==> src/rtl/sortnet_pkg.sv <==
// Shared definitions for the Huffman sortnet: lane count, default entry geometry,
// pad entry and the frame sequencer state encoding.
package sortnet_pkg;

    localparam int SORT_LANES = 8;
    localparam int DSIZE_DEF  = 18;
    localparam int OFFSET_DEF = 8;
    localparam int KEY_W      = DSIZE_DEF - OFFSET_DEF;

    localparam logic [DSIZE_DEF-1:0] PAD_ENTRY = '1;

    typedef enum logic [1:0] {
        LOAD  = 2'd0,
        SORT  = 2'd1,
        DRAIN = 2'd2
    } sched_state_t;

endpackage

==> src/rtl/BitonicSortX8.sv <==
// Combinational 8-input bitonic sort network, ascending by key field only.
// Payload bits travel with their key but never influence the order.
module BitonicSortX8 #(
    parameter int DSIZE  = 18,
    parameter int OFFSET = 8
) (
    input  logic [DSIZE-1:0] a0,
    input  logic [DSIZE-1:0] a1,
    input  logic [DSIZE-1:0] a2,
    input  logic [DSIZE-1:0] a3,
    input  logic [DSIZE-1:0] a4,
    input  logic [DSIZE-1:0] a5,
    input  logic [DSIZE-1:0] a6,
    input  logic [DSIZE-1:0] a7,
    output logic [DSIZE-1:0] sort0,
    output logic [DSIZE-1:0] sort1,
    output logic [DSIZE-1:0] sort2,
    output logic [DSIZE-1:0] sort3,
    output logic [DSIZE-1:0] sort4,
    output logic [DSIZE-1:0] sort5,
    output logic [DSIZE-1:0] sort6,
    output logic [DSIZE-1:0] sort7
);

    logic [DSIZE-1:0] v [8];
    logic [DSIZE-1:0] tmp;
    logic [2:0]       lo;
    logic [2:0]       hi;

    // Classic bitonic schedule: k = merge size, j = compare distance.
    always_comb begin
        v[0] = a0; v[1] = a1; v[2] = a2; v[3] = a3;
        v[4] = a4; v[5] = a5; v[6] = a6; v[7] = a7;
        tmp  = '0;
        lo   = '0;
        hi   = '0;
        for (int k = 2; k <= 8; k = k * 2) begin
            for (int j = k / 2; j > 0; j = j / 2) begin
                for (int i = 0; i < 8; i++) begin
                    lo = i[2:0];
                    hi = lo ^ j[2:0];
                    if (hi > lo) begin
                        if (((i & k) == 0) ?
                                (v[lo][DSIZE-1:OFFSET] > v[hi][DSIZE-1:OFFSET]) :
                                (v[lo][DSIZE-1:OFFSET] < v[hi][DSIZE-1:OFFSET])) begin
                            tmp   = v[lo];
                            v[lo] = v[hi];
                            v[hi] = tmp;
                        end
                    end
                end
            end
        end
    end

    assign sort0 = v[0];
    assign sort1 = v[1];
    assign sort2 = v[2];
    assign sort3 = v[3];
    assign sort4 = v[4];
    assign sort5 = v[5];
    assign sort6 = v[6];
    assign sort7 = v[7];

endmodule

==> src/rtl/sort8_frame_sched.sv <==
// Frame sequencer around BitonicSortX8: loads 1..8 entries, sorts once in a single
// cycle, then drains exactly the received entries in ascending key order.
module sort8_frame_sched
    import sortnet_pkg::*;
#(
    parameter int DSIZE  = DSIZE_DEF,
    parameter int OFFSET = OFFSET_DEF
) (
    input  logic             clk,
    input  logic             rst_n,
    input  logic             in_valid,
    output logic             in_ready,
    input  logic [DSIZE-1:0] in_data,
    input  logic             in_last,
    output logic             out_valid,
    input  logic             out_ready,
    output logic [DSIZE-1:0] out_data,
    output logic             out_last,
    output logic [3:0]       out_cnt,
    output logic             busy,
    output logic             err_key,
    input  logic             err_clr
);

    localparam logic [DSIZE-1:0] PAD = '1;

    sched_state_t     state;
    logic [DSIZE-1:0] lane   [SORT_LANES];
    logic [DSIZE-1:0] obuf   [SORT_LANES];
    logic [DSIZE-1:0] sorted [SORT_LANES];
    logic [2:0]       wr_idx;
    logic [2:0]       rd_idx;
    logic             accept;
    logic             drain_done;

    BitonicSortX8 #(
        .DSIZE  (DSIZE),
        .OFFSET (OFFSET)
    ) u_sort (
        .a0    (lane[0]),   .a1    (lane[1]),   .a2    (lane[2]),   .a3    (lane[3]),
        .a4    (lane[4]),   .a5    (lane[5]),   .a6    (lane[6]),   .a7    (lane[7]),
        .sort0 (sorted[0]), .sort1 (sorted[1]), .sort2 (sorted[2]), .sort3 (sorted[3]),
        .sort4 (sorted[4]), .sort5 (sorted[5]), .sort6 (sorted[6]), .sort7 (sorted[7])
    );

    // Handshake outputs decode straight from the state register so an async
    // reset drops them in the same instant.
    assign in_ready   = (state == LOAD);
    assign busy       = (state != LOAD);
    assign out_valid  = (state == DRAIN);
    assign out_data   = obuf[rd_idx];
    assign out_last   = (state == DRAIN) && ({1'b0, rd_idx} == out_cnt - 4'd1);
    assign accept     = in_valid && (state == LOAD);
    assign drain_done = out_last && out_ready;

    always_ff @(posedge clk or negedge rst_n) begin
        if (!rst_n) begin
            state   <= LOAD;
            wr_idx  <= '0;
            rd_idx  <= '0;
            out_cnt <= '0;
            err_key <= 1'b0;
            for (int i = 0; i < SORT_LANES; i++) begin
                lane[i] <= PAD;
                obuf[i] <= PAD;
            end
        end else begin
            // A new reserved key beats a simultaneous clear.
            if (accept && (&in_data[DSIZE-1:OFFSET]))
                err_key <= 1'b1;
            else if (err_clr)
                err_key <= 1'b0;

            case (state)
                LOAD: begin
                    if (accept) begin
                        lane[wr_idx] <= in_data;
                        wr_idx       <= wr_idx + 3'd1;
                        if (in_last || (wr_idx == 3'd7)) begin
                            out_cnt <= {1'b0, wr_idx} + 4'd1;
                            state   <= SORT;
                        end
                    end
                end
                SORT: begin
                    for (int i = 0; i < SORT_LANES; i++)
                        obuf[i] <= sorted[i];
                    rd_idx <= '0;
                    state  <= DRAIN;
                end
                DRAIN: begin
                    if (out_ready) begin
                        rd_idx <= rd_idx + 3'd1;
                        // Restore pads so a short next frame never sees stale lanes.
                        if (drain_done) begin
                            for (int i = 0; i < SORT_LANES; i++)
                                lane[i] <= PAD;
                            wr_idx <= '0;
                            state  <= LOAD;
                        end
                    end
                end
                default: state <= LOAD;
            endcase
        end
    end

endmodule

==> config.mk <==
export PLATFORM = sky130hd
export DESIGN_NAME = sort8_frame_sched
export DESIGN_NICKNAME = d
export VERILOG_FILES = /design/src/rtl/sortnet_pkg.sv /design/src/rtl/BitonicSortX8.sv /design/src/rtl/sort8_frame_sched.sv
export SDC_FILE = /design/constraint.sdc
export NUM_CORES = 2
export LEC_CHECK = 0
export BUFFER_PORTS_ARGS = -buffer_cell sky130_fd_sc_hd__buf_4
export CAP_MARGIN = 40
export CORE_MARGIN = 3
export CORE_UTILIZATION = 29
export DETAILED_ROUTE_END_ITERATION = 8
export HOLD_SLACK_MARGIN = 0.12
export SYNTH_ARGS = -nofsm -noshare
export SYNTH_HDL_FRONTEND = slang
export SYNTH_SLANG_ARGS = --single-unit
==> constraint.sdc <==
create_clock -name clk -period 34.7 [get_ports clk]
set_input_delay 6.94 -clock clk [delete_from_list [all_inputs] [get_ports clk]]
set_output_delay 6.94 -clock clk [all_outputs]
set_load 0.02 [all_outputs]
---- Word-level counts from Yosys, hierarchy flattened ----
Cells that the tools add are included.
storage, ports and cells
  flip-flop bits (word level) ............. 301
  bits in latches ......................... 0
  RAM bits ................................ 0
  bits in read-only memories .............. 0
  input port bits ......................... 24
  output and inout bits ................... 27
  logic and storage cells ................. 137
  memories ................................ 0
operators by class
  add/sub/neg operators ................... 4
  multipliers ............................. 0
  div/mod/pow operators ................... 0
  order comparisons ....................... 27
  equal/unequal tests ..................... 8
  shift-type cells ........................ 0
  mux-type cells .......................... 59
  bitwise logic cells ..................... 2
  reductions and logical operators ........ 16
operators with widths
  operator               number
  $mux W18               27
  $mux W144              3
  $mux W36               12
  $pmux W144 S2          1
  $gt A10 B10 Y1         18
  $bwmux W144            1
  $lt A10 B10 Y1         6
  $bmux W18 S3           1
  $demux W18 S3          1
  $mux W3                4
  $pmux W3 S2            2
  $reduce_and A10 Y1     1
  $ge A4 B4 Y1 const B   2
  $mux W2                4
  $ne A2 B1 Y1 const B   4
  $not A3 Y4             2
  $reduce_and A4 Y1      2
  $reduce_bool A2 Y1     4
  $add A3 B1 Y3 const B  2
  $pmux W2 S3            1
  $logic_and A1 B1 Y1    5
  $add A3 B1 Y4 const B  1
  $eq A3 B4 Y1           1
  $lt A4 B1 Y1 const B   1
  9 further kinds        10

---- Depth between registers and ports, before layout ----
  depth after elaboration ................. 12
  depth in mapped cells ................... 74
  gate-level depth less buffers ........... 60

---- By module ----
Synthesis repeated with hierarchy kept, for this count alone.
second synthesis, totals
  cell total of the unflattened synthesis .. 2776
  area, all modules ....................... 28962.8 µm²
by module, submodules not included
  module             instances  cells each  area each (µm²)  seq. area each (µm²)
  BitonicSortX8      1          1973        15852.7          0.0
  sort8_frame_sched  1          803         13110.1          7892.6

---- Worst setup path before layout ----
OpenSTA, ideal clock, no wires.
  kind .................................... reg-to-reg
  from .................................... register lane[125] (netlist name)
  to ...................................... register obuf[46] (netlist name)
  library setup time ...................... 108 ps
  data arrival time ....................... 13979 ps
  data required time ...................... 34592 ps
  slack ................................... 20613 ps
  stages on the path, launching flop included .. 73
  path buffers ............................ 12
  period minus slack after synthesis ...... 14087 ps
  cells stage by stage .................... dfstp_2 > inv_1 > ha_1 > and4_1 > clkbuf_1 > o211a_1 > nor2_1 > a21oi_1 > buf_2 > buf_2 > mux2i_1 > inv_1 > ha_1 > nand4_1 > nor2_1 > a21oi_1 > o211ai_1 > and2_1 > [37 not listed] > inv_1 > ha_1 > nor2b_1 > o21a_1 > o21a_1 > o21ai_0 > nand2b_1 > a21oi_1 > nor2b_1 > o21ai_0 > nand2b_1 > a21oi_1 > nor2b_1 > o32ai_1 > and2_1 > buf_1 > clkbuf_1 > a221oi_1
between the ends
  cells in the longest elaborated chain, start to end .. 12
  elaborated cells on any way between the ends .. 26
  those cells by class .................... order compare: 12; mux: 14
ends and longest elaborated chain
  element                           RTL line                 source
  start: declaration                sort8_frame_sched.sv:28  logic [DSIZE-1:0] lane [SORT_LANES];
  start signal: indexed assignment  sort8_frame_sched.sv:77  lane[wr_idx] <= in_data;
  $gt A10 B10 Y1                    BitonicSortX8.sv:44      (v[lo][DSIZE-1:OFFSET] > v[hi][DSIZE-1:OFFSET]) :
  $mux W36 *                        BitonicSortX8.sv:43      if (((i & k) == 0) ?
  $gt A10 B10 Y1                    BitonicSortX8.sv:44
  $mux W18                          BitonicSortX8.sv:43
  $gt A10 B10 Y1                    BitonicSortX8.sv:44
  $mux W36                          BitonicSortX8.sv:43
  $gt A10 B10 Y1                    BitonicSortX8.sv:44
  $mux W18                          BitonicSortX8.sv:43
  $gt A10 B10 Y1                    BitonicSortX8.sv:44
  $mux W18                          BitonicSortX8.sv:43
  $gt A10 B10 Y1                    BitonicSortX8.sv:44
  $mux W36 *                        BitonicSortX8.sv:43
  end signal: indexed assignment    sort8_frame_sched.sv:87  obuf[i] <= sorted[i];
  end: declaration                  sort8_frame_sched.sv:29  logic [DSIZE-1:0] obuf [SORT_LANES];
Mark *: on every way between the ends. The rest lies on a longest branch, timed or not.
A chain may end at the register's enable or synchronous reset.

---- Final worst setup path ----
  from .................................... register lane[121] (netlist name)
  to ...................................... register obuf[99] (netlist name)
The elaborated chain is that of the path after synthesis.

==> flow_summary.json <==
{
  "crit_path_max_fanout": 53,
  "rows": 113,
  "avgViaCountPerCell": 5.50,
  "async_reset_ff_share_pct": 100,
  "core_area_um2": 95200,
  "cts.sinks": 301,
  "setup_violations": 0,
  "root_buffer": "clkbuf_16",
  "wl_mm": 96.2,
  "grtUsageTotal_pct": 19.0,
  "num-nets-final": 3428,
  "post-route-period-util_pct": 46.2,
  "htree_levels": 2,
  "place_ws_ns": 19.00,
  "hold_path_class": "reg -> reg",
  "syn_nets": 3442,
  "worst_slack_ns": 18.68,
  "critical-path-slowest-cell": "nand2_1",
  "cp_common_cell": "a21o_1",
  "diodes": 0,
  "maxSlewHeadroom_pct": 36.0,
  "grt_pass1_wl_mm": 147,
  "status": "completed",
  "wl_per_cell_um": 21.5,
  "synth_top_flop_cell": "dfstp_2",
  "crit_required_ns": 35.17,
  "io_buffers": 50,
  "utilization_pct": 32.8,
  "fin_worst_skew_ns": 0.0263,
  "synth_seq_area_share_pct": 28.3,
  "max_freq_mhz": 62.4,
  "dp_hpwl_mm": 75.4,
  "die_w_um": 316,
  "crit_type": "reg -> reg",
  "cts_hold_buf": 0,
  "synth_edf_count": 0,
  "fin_tns_setup_ns": 0,
  "rsz0062_at_grt": "no",
  "drtPass1Iterations": 5,
  "critical_path.startpoint_type": "register",
  "grt-ovfl-total": 0,
  "timing_hold_violations_final": 0,
  "remaining_drc_errors": 0,
  "antenna_found_initial": 0,
  "yosysUniqueCellTypes": 83,
  "drtIter0Drc": 2164,
  "gp_congestion": 0.980,
  "grt_max_degree": 103,
  "ys_warn_count": 0,
  "start_util_pct": 29.3,
  "drv_cap": 0,
  "cts-resized-gates": 0,
  "die_h_um": 316,
  "num_vias": 24600,
  "postCtsSetupBuffers": 0,
  "syn_avg_cell_area_um2": 8.75,
  "io_pins": 51,
  "cts.path.max_buffers": 3,
  "synthCells": 3186,
  "cts_tree": "built",
  "dieArea_um2": 99900,
  "ant_nets": 0,
  "ys_ff_latch": 301,
  "synth_area_um2": 27900,
  "worst_pin_slew_ns": 0.960,
  "grt_pass1_vias": 23300,
  "path_clk_slew_ns": 0.06,
  "cpPeakStageDelay_ns": 0.64,
  "fin_crit_ns": 16.02,
  "hold_ws_ns": 0.482,
  "cp.arrival_ns": 16.49,
  "drive_above_1_share_pct": 20.7,
  "area_growth_pct": 11.9,
  "numCtsBuffers": 38,
  "slew_violations": 0,
  "endpoint_kind": "register",
  "insertion_delay_ns": 0.59
}
[metrics by stage]
stage,cells,instance area (µm²)
after global placement,4367,29600
after global routing,4465,31200
after CTS,4463,31200
after detailed placement,4395,30000
final,4465,31200
after floorplan,3186,27900
[cells in the mapped netlist, types with 10 or more instances]
| library cell | count | area, µm² |
|---|---|---|
| a211oi_1 | 42 | 315 |
| a21o_1 | 49 | 368 |
| a21oi_1 | 276 | 1380 |
| a221oi_1 | 54 | 473 |
| a221oi_2 | 24 | 360 |
| a31oi_1 | 12 | 75.1 |
| and2_1 | 14 | 87.6 |
| and4_1 | 10 | 87.6 |
| buf_1 | 29 | 109 |
| buf_2 | 15 | 75.1 |
| clkbuf_1 | 121 | 454 |
| dfrtp_1 | 13 | 325 |
| dfstp_2 | 288 | 7570 |
| ha_1 | 232 | 2900 |
| inv_1 | 244 | 916 |
| mux2_2 | 75 | 845 |
| mux2i_1 | 473 | 4730 |
| mux4_2 | 36 | 811 |
| nand2_1 | 212 | 796 |
| nand2b_1 | 13 | 81.3 |
| nand3_1 | 33 | 165 |
| nand4_1 | 33 | 206 |
| nor2_1 | 394 | 1480 |
| nor2b_1 | 20 | 125 |
| nor3_1 | 78 | 390 |
| o211ai_1 | 19 | 143 |
| o21a_1 | 12 | 90.1 |
| o21ai_0 | 147 | 736 |
| o22ai_1 | 57 | 357 |
[critical path, delay by kind of cell (launching register included)]
family / cells / cell delay [ns]
AO/OA/AOI/OAI: 26 / 6.03
AND/OR/NAND/NOR: 17 / 4.00
buffers and inverters: 10 / 2.24
adder cells (fa/ha/maj): 6 / 1.72
multiplexers: 3 / 1.33
flip-flops: 1 / 0.55
[flip-flops by register name, indices dropped and copies added, names as in the netlist]
register and cells:
out_cnt 4, err_key 1, state 2, lane 144
obuf 144, wr_idx 3, rd_idx 3
[metal layers]
| layer | routed length (µm) | track usage (%) | part of all wire, % |
|---|---|---|---|
| met5 | 0 | 0 | 0 |
| met2 | 42700 | 29.6 | 44 |
| met4 | 2860 | 5.24 | 3.0 |
| met3 | 5940 | 2.52 | 6.2 |
| met1 | 44700 | 27.4 | 46 |
[area by class of cell]
class / count / area, µm²
Tap cell: 1265 / 1580
Fill cell: 9878 / 63900
Multi-Input combinational cell: 2461 / 18500
Sequential cell: 301 / 7900
Clock buffer: 56 / 1110
Timing Repair Buffer: 125 / 1130
Inverter: 245 / 920
Clock inverter: 12 / 118
[cells in the final DEF, fill, tap and decap left out, drive strengths merged, types with 14 or more instances in the layout]
master  count
mux2i     474
nor2      394
dfstp     288
a21oi     276
inv       246
ha        232
nand2     213
o21ai     160
buf       125
nor3       78
mux2       78
a221oi     78
o22ai      58
clkbuf     56
a21o       49
a211oi     45
mux4       36
nand4      33
nand3      33
nor2b      20
o211ai     19
and2       15
a31oi      14
[cells by family (layout without fill, tap and decap cells)]
kind of cell	Yosys count	after routing	share of synthesized area (%)
compound gates	794	794	18.7
xor+xnor	8	8	0.251
fa+ha+maj	232	232	10.4
buf+inv	424	438	6.09
flops	301	301	28.3
mux	588	588	23.1
simple gates	839	839	13.1
[path summary, 6_finish.rpt]
kind | start | to | slack [ns] | cells past startpoint
setup / recovery | lane[121] | obuf[99] | 18.68 | 62
hold / removal | obuf[29] | obuf[29] | 0.48 | 2
setup reg to reg | lane[121] | obuf[99] | 18.68 | 62
hold reg to reg | obuf[29] | obuf[29] | 0.48 | 2
max in group asynchronous | rst_n | lane[55] | 26.84 | 3
min in group asynchronous | rst_n | obuf[28] | 6.75 | 1
Power is not shown: default switching activity piles up to over one toggle a cycle in this logic, so the estimate is an artifact.
